==> src/rtl/instr_fetch_pkg.sv <==
// Shared ISA definitions for the fetch stage, controller and benches.
// Holds instruction field layout, opcode values and the fetch FSM state encodings.
package instr_fetch_pkg;

    localparam int ADDR_W = 4;
    localparam int DATA_W = 8;

    localparam int OPC_HI = 7;
    localparam int OPC_LO = 4;
    localparam int OPD_HI = 3;
    localparam int OPD_LO = 0;

    localparam logic [3:0] OP_ADD   = 4'h0;
    localparam logic [3:0] OP_ADD_A = 4'h1;
    localparam logic [3:0] OP_SUB   = 4'h2;
    localparam logic [3:0] OP_SUB_A = 4'h3;
    localparam logic [3:0] OP_AND   = 4'h4;
    localparam logic [3:0] OP_AND_A = 4'h5;
    localparam logic [3:0] OP_OR    = 4'h6;
    localparam logic [3:0] OP_OR_A  = 4'h7;
    localparam logic [3:0] OP_SHR   = 4'h8;
    localparam logic [3:0] OP_HALT  = 4'hF;

    localparam logic [2:0] ST_IDLE   = 3'd0;
    localparam logic [2:0] ST_FETCH  = 3'd1;
    localparam logic [2:0] ST_DECODE = 3'd2;
    localparam logic [2:0] ST_ISSUE  = 3'd3;
    localparam logic [2:0] ST_WAIT   = 3'd4;
    localparam logic [2:0] ST_HALT   = 3'd5;

    // Opcodes 9..14 are reserved; HALT is handled separately.
    function automatic logic is_reserved(input logic [3:0] opc);
        return (opc >= 4'd9) && (opc != OP_HALT);
    endfunction

endpackage

==> src/rtl/instr_fetch.sv <==
// Instruction fetch/issue: reads the instruction ROM, latches IR, strobes op to the controller.
// Latency: op 3 cycles after run is seen in IDLE; back-to-back ops every EXEC_CYCLES+3 cycles.
// Backpressure: none; run only gates new fetches, an instruction in flight always completes.
module instr_fetch
    import instr_fetch_pkg::*;
#(
    parameter int               EXEC_CYCLES = 2,
    parameter logic [ADDR_W-1:0] START_ADDR = 4'h0
) (
    input  logic              clk,
    input  logic              reset,
    input  logic              run,
    output logic [ADDR_W-1:0] imem_addr,
    input  logic [DATA_W-1:0] imem_data,
    output logic [3:0]        opcode,
    output logic [3:0]        operand,
    output logic              op,
    output logic              halted,
    output logic              illegal
);

    localparam logic [3:0] EXEC_LD = 4'(EXEC_CYCLES);

    logic [2:0]        state;
    logic [ADDR_W-1:0] pc;
    logic [3:0]        wait_cnt;
    logic [3:0]        ir_opc;
    logic [3:0]        ir_opd;
    logic [3:0]        mem_opc;

    assign mem_opc   = imem_data[OPC_HI:OPC_LO];
    assign imem_addr = pc;
    assign opcode    = ir_opc;
    assign operand   = ir_opd;
    assign op        = (state == ST_ISSUE);
    assign halted    = (state == ST_HALT);

    always_ff @(posedge clk or posedge reset) begin
        if (reset) begin
            state    <= ST_IDLE;
            pc       <= START_ADDR;
            wait_cnt <= 4'd0;
            ir_opc   <= 4'd0;
            ir_opd   <= 4'd0;
            illegal  <= 1'b0;
        end else begin
            case (state)
                ST_IDLE: begin
                    if (run) begin
                        state <= ST_FETCH;
                    end
                end
                ST_FETCH: begin
                    state <= ST_DECODE;
                end
                ST_DECODE: begin
                    ir_opc <= mem_opc;
                    ir_opd <= imem_data[OPD_HI:OPD_LO];
                    if (mem_opc == OP_HALT) begin
                        state <= ST_HALT;
                    end else if (is_reserved(mem_opc)) begin
                        // Skip the reserved word silently; only the sticky flag records it.
                        illegal <= 1'b1;
                        pc      <= pc + ADDR_W'(1);
                        state   <= ST_FETCH;
                    end else begin
                        state <= ST_ISSUE;
                    end
                end
                ST_ISSUE: begin
                    pc       <= pc + ADDR_W'(1);
                    wait_cnt <= EXEC_LD;
                    state    <= ST_WAIT;
                end
                ST_WAIT: begin
                    wait_cnt <= wait_cnt - 4'd1;
                    if (wait_cnt == 4'd1) begin
                        state <= run ? ST_FETCH : ST_IDLE;
                    end
                end
                ST_HALT: begin
                    state <= ST_HALT;
                end
                default: begin
                    state <= ST_IDLE;
                end
            endcase
        end
    end

endmodule

==> config.mk <==
export PLATFORM = sky130hd
export DESIGN_NAME = instr_fetch
export DESIGN_NICKNAME = d
export VERILOG_FILES = /design/src/rtl/instr_fetch_pkg.sv /design/src/rtl/instr_fetch.sv
export SDC_FILE = /design/constraint.sdc
export NUM_CORES = 1
export LEC_CHECK = 0
export ABC_AREA = 1
export CAP_MARGIN = 20
export CORE_MARGIN = 1
export CORE_UTILIZATION = 40
export DETAILED_ROUTE_END_ITERATION = 10
export PLACE_DENSITY = 0.72
export SETUP_SLACK_MARGIN = 0.3
export SLEW_MARGIN = 25
export SYNTH_ARGS = -nofsm -noshare
export SYNTH_HDL_FRONTEND = slang
export SYNTH_SLANG_ARGS = --single-unit
==> constraint.sdc <==
create_clock -name clk -period 1.4 [get_ports clk]
set_input_delay 0.42 -clock clk [delete_from_list [all_inputs] [get_ports clk]]
set_output_delay 0.42 -clock clk [all_outputs]
set_load 0.005 [all_outputs]
## After elaboration in Yosys (flattened, before gate mapping)

Index checks and enable logic that the tools add are counted.

| storage, ports and cells | value |
|---|---|
| register bits | 20 |
| output and inout bits | 15 |

| cells by class | value |
|---|---|
| add/sub/neg operators | 2 |
| order comparisons | 1 |
| eq/ne operators | 12 |
| multiplexer cells | 10 |
| bitwise gates (word level) | 1 |
| reductions and logical operators | 7 |

Operator list:

| operator | number |
|---|---|
| $pmux 3 s6 | 1 |
| $pmux 4 s2 | 2 |
| $mux 3 | 3 |
| $mux 4 | 2 |
| $ne 2x2->1 const B | 4 |
| $eq 3x2->1 const B | 2 |
| $eq 3x3->1 const B | 2 |
| $reduce_and 3->1 | 2 |
| $add 4x1->4 const B | 1 |
| $eq 4x1->1 const B | 1 |
| $eq 4x4->1 const B | 1 |
| $ge 4x4->1 const B | 1 |
| $ne 4x4->1 const B | 1 |
| $reduce_bool 2->1 | 2 |
| $sub 4x1->4 const B | 1 |
| $eq 3x1->1 const B | 1 |
| $logic_not 3->1 | 1 |
| $mux 2 | 1 |
| $reduce_and 2->1 | 1 |
| $logic_and 1x1->1 | 1 |
| $mux 1 | 1 |
| $not 1->1 | 1 |

## Logic depth before layout (Yosys ltp)

| depth | value |
|---|---|
| depth after elaboration | 5 |
| depth in mapped cells | 7 |

## Least setup slack after synthesis

OpenSTA, ideal clock, no wires.

| path | value |
|---|---|
| path kind | register to register |
| from | reg state[2] |
| to | reg ir_opc[0], in the netlist opcode[0] |
| setup time | 0.117 ns |
| data arrival time | 1.039 ns |
| required time | 1.283 ns |
| path slack | 0.243 ns |
| stages on the path, launching flop included | 8 |
| path buffers | 1 |
| cell sequence | dfrtp_1 -> inv_2 -> nand2_4 -> nor2_4 -> inv_2 -> buf_6 -> nand2_1 -> o21ai_2 |

| on the way | value |
|---|---|
| longest elaborated chain between the ends | 1 |

Ends and longest elaborated chain:

| what | line | source |
|---|---|---|
| from (decl) | instr_fetch.sv:24 | `logic [2:0] state;` |
| from (signal assigned) | instr_fetch.sv:78 | `state <= run ? ST_FETCH : ST_IDLE;` |
| $eq 3x2->1 | instr_fetch.sv:47 | `case (state)` |
| to (signal assigned) | instr_fetch.sv:57 | `ir_opc <= mem_opc;` |
| to (decl) | instr_fetch.sv:27 | `logic [3:0] ir_opc;` |

Every way passes these cells.
A chain may end at the register's enable or synchronous reset.

## Final worst setup path

| path | value |
|---|---|
| from | reg state[1] |
| to | out op |

| on the way | value |
|---|---|
| longest elaborated chain between the ends | 1 |

Ends and longest elaborated chain:

| what | line | source |
|---|---|---|
| $eq 3x2->1 | instr_fetch.sv:35 | `assign op = (state == ST_ISSUE);` |
| to (decl) | instr_fetch.sv:17 | `output logic op,` |

Every way passes these cells.

==> summary.md <==
After clock tree synthesis, the clock-pin slew on the worst setup and hold paths is 0.12 ns. The die is 52.06 um wide. The initial cell density of the core is 0.4404.

The mapped netlist covers 1002 um^2. The longest clock path from root to sink contains 2 buffers. The final core utilization came out at 0.7048. The post-synthesis area per instance was 8.640 um^2. The library cells used most frequently in the layout, excluding fill and tap cells, are nand2_1, buf_4, dfrtp_1. The switching power share of the total works out to 0.3846. For the sequential cell fraction of total power, the log shows 0.297. The data required time at the worst endpoint was 0.98 ns; the final wirelength was 2570 um. The clock tree root driver cell is clkbuf_4. The largest stage delay on the critical path came out at 0.43 ns.

In this run the power spent charging and discharging nets is 1.292 mW. The placer congestion estimate came out at 0.7788. The floorplan has 17 rows. The slowest stage of the critical path is the dfrtp_1 cell. TritonCTS built the clock tree. The path category of the worst min-delay check was input port to async pin.

The count of final hold-check violations was 0; the clock latency of the later-clocked register in the worst-skew pair was 0.31 ns. The number of ports placed on the die boundary is 26, and the antenna diode count is 0. Class of the most critical setup path: flip-flop to primary output. The most frequent standard cell in the layout excluding fill and tap cells was nand2_1. The first global-routing pass estimated 4146 um of wire. The tools report the combinational fraction of design power as 0.562. After detailed routing, the average wire length per cell comes to 12.60 um.

STA puts the critical path data arrival time at 1.09 ns. The logs give 974 for the via count of the first global-routing pass and 4 for the iteration count of the initial detailed-routing pass. Period utilization: 1.078.

Cell internal power was estimated by the tool at 2.067 mW. The die height is 52.06 um. The flow ran to the end, but the final reports show violations.

The number of antenna violations at the first check in global routing is 0. The nature of the critical path startpoint is a flip-flop. In this run, CTS created clock tree buffers numbering 3. The logs give 3.359 mW for the sum of internal, switching and leakage power and 0 for the count of final max-slew check failures.

The relative contribution of the clock network to total power was 0.141. The peak fanout along the critical path works out to 2. Setup repair after global routing could not meet its margin everywhere. In the routed design, unresolved DRC markers number 0.

During placement, the flow inserted port buffers numbering 25. Hold repair after CTS inserted 0 buffers. Static leakage: 0.8474 nW. The tools report the count of fill cells added during filler insertion as 174.

The remaining max-slew budget at the tightest pin came out at 0.8088. The most used cell along the critical path is buf_6. For the pin with the worst max-slew slack, the measured transition is 0.2861 ns.

The per-cell via count in the routed design came out at 4.902. The area growth from synthesis to layout is 60.05%. Setup slack on the worst reg-to-reg path comes out at -0.03 ns. The proportion of synthesized chip area in sequential cells was 0.4994; the first-iteration detailed-routing DRC count was 16. The die covers 2710 um^2.

The share of post-route cells with drive strength above 1 is 0.4545. The kind of end point of the critical path is a primary output. IR analysis of the VDD net gives a maximum drop of 1544 uV.

Traced cell by cell, the critical path runs through buf_6 -> nand3_4 -> inv_2 -> buf_6. Synthesis inferred 20 register bits. The count of cell types in the netlist was 22. The number of levels in the clock H-tree was 1; the length in cells of the worst reg-to-reg path was 9. On the final layout, the worst clock skew is 0.007274 ns.

Entering global routing, the biggest net connects 21 pins. The highest clock rate is 662.4 MHz. The final reports fail on negative setup slack. Summing over every cut layer, the via total after detailed routing is 1000. Setup violations remaining at the end of the flow were counted as 6.

Launching instance or port of the critical path: state[1]. Summed over all layers, the global routing overflow is 0. In this run the cell area measured after placement is 1396 um^2.

The core region is 2276 um^2. The number of sinks handled by clock tree synthesis is 20, and the post-layout minimum cycle time is 1.510 ns. The post-layout worst setup margin was -0.1097 ns. Global router's overall resource usage: 0.2130.

The detail route stage leaves a number of antenna-violating nets equal to 0. Dividing total power by cell area gives a power density of 2094 nW/um^2. The net count after synthesis came out at 130. The tools report the number of warnings printed during yosys synthesis as 0. The worst register-to-register path ends at imem_addr[1]. The final non-filler cell area was 1604 um^2; the max-cap check violation count was 0.

The startpoint of the most critical register-to-register path was state[1]. Synthesis produced 116 cells. For this run, the post-layout net count is 191.

The HPWL reported at the end of detailed placement is 1689 um.
## cells in the mapped netlist
library cell	count	area [um^2]
xor2_1	1	8.760
nand4_1	1	6.260
ha_1	3	37.54
inv_1	13	48.80
a21oi_4	1	16.27
nand2_4	2	22.52
o31ai_1	1	7.510
o21bai_1	1	7.510
xnor2_1	1	8.760
nor2_1	4	15.01
nand2_1	36	135.1
dfrtp_1	20	500.5
a21oi_1	3	15.01
inv_2	4	15.01
nand3_2	1	10.01
nor2_4	1	11.26
o21ai_0	4	20.02
nand2_2	1	6.260
buf_6	1	11.26
nand3_1	12	60.06
o22ai_1	2	12.51
o21ai_2	3	26.28
## metrics by stage
step	instances	TNS [ns]	hold WS, ns	worst slack (ns)
2_1_floorplan	116	0	0.3838	0.2435
3_3_place_gp	184	-1.157	0.4525	-0.1679
3_5_place_dp	184	-1.628	0.4632	-0.2496
4_1_cts	200	-0.1406	0.4238	-0.08793
5_1_grt	204	-0.7904	0.4342	-0.1392
6_report	204	-0.2805	0.4191	-0.1097
## worst max-delay path, delay by kind of cell (launching register included)
kind                   cells  cell delay [ns]
buffers and inverters      3             0.29
flip-flops                 1             0.43
AND/OR/NAND/NOR            1             0.07
## how the worst max path moves through the flow
| stage | end | slack, ns | cells past startpoint |
|---|---|---|---|
| floorplan | opcode[0] | 0.24 | 7 |
| detailed placement | imem_addr[1] | -0.25 | 7 |
| finish | op | -0.11 | 4 |
| global placement | op | -0.17 | 4 |
| CTS | op | -0.09 | 4 |
| global route | op | -0.14 | 4 |
## flip-flops by register name, indices dropped and copies added (netlist names)
| register | cells |
|---|---|
| imem_addr | 4 |
| opcode | 4 |
| operand | 4 |
| wait_cnt | 4 |
| state | 3 |
| illegal | 1 |
## logic make-up (layout without fill, tap and decap cells)
| family | after synthesis | after routing | synth area share |
|---|---|---|---|
| simple gates | 58 | 58 | 0.2659 |
| compound gates | 15 | 15 | 0.1049 |
| buf+inv | 18 | 78 | 0.07490 |
| xor+xnor | 2 | 2 | 0.01748 |
| fa+ha+maj | 3 | 3 | 0.03746 |
| flops | 20 | 20 | 0.4994 |
## timing repair
| item | in CTS | in global routing |
|---|---|---|
| pin swaps | 12 | 3 |
| gates cloned | 0 | 0 |
| gates resized for setup | 88 | 4 |
| buffers inserted | 12 | 4 |
| setup endpoints to repair | 35 | 35 |
## routing by layer
metal,vias to the layer above,global-route usage,part of all wire
li1,492,-,-
met1,469,0.2329,0.41
met2,37,0.3996,0.51
met3,2,0.06433,0.067
met4,0,0.04054,0.0054
met5,-,0,0
## area by class of cell
type / instances / area (um^2) / share of cell area
multi-input cells: 78 / 506.7 / 0.3159
flip-flops and latches: 20 / 500.5 / 0.3120
repair buffers: 57 / 432.9 / 0.2699
inverters: 17 / 76.32 / 0.04758
well taps: 28 / 35.03 / 0.02184
clock inverters: 1 / 30.03 / 0.01872
clock buffers: 3 / 22.52 / 0.01404
## power groups by stage
stage	registers, mW	clock network (mW)	logic, mW
floorplan	1.05	0	0.735
global placement	0.997	0	1.48
detailed placement	1.01	0	1.53
CTS	0.991	0.484	1.76
global route	1.02	0.504	2.07
finish	0.996	0.475	1.89
Note: power is estimated with default switching activity, not from simulation.
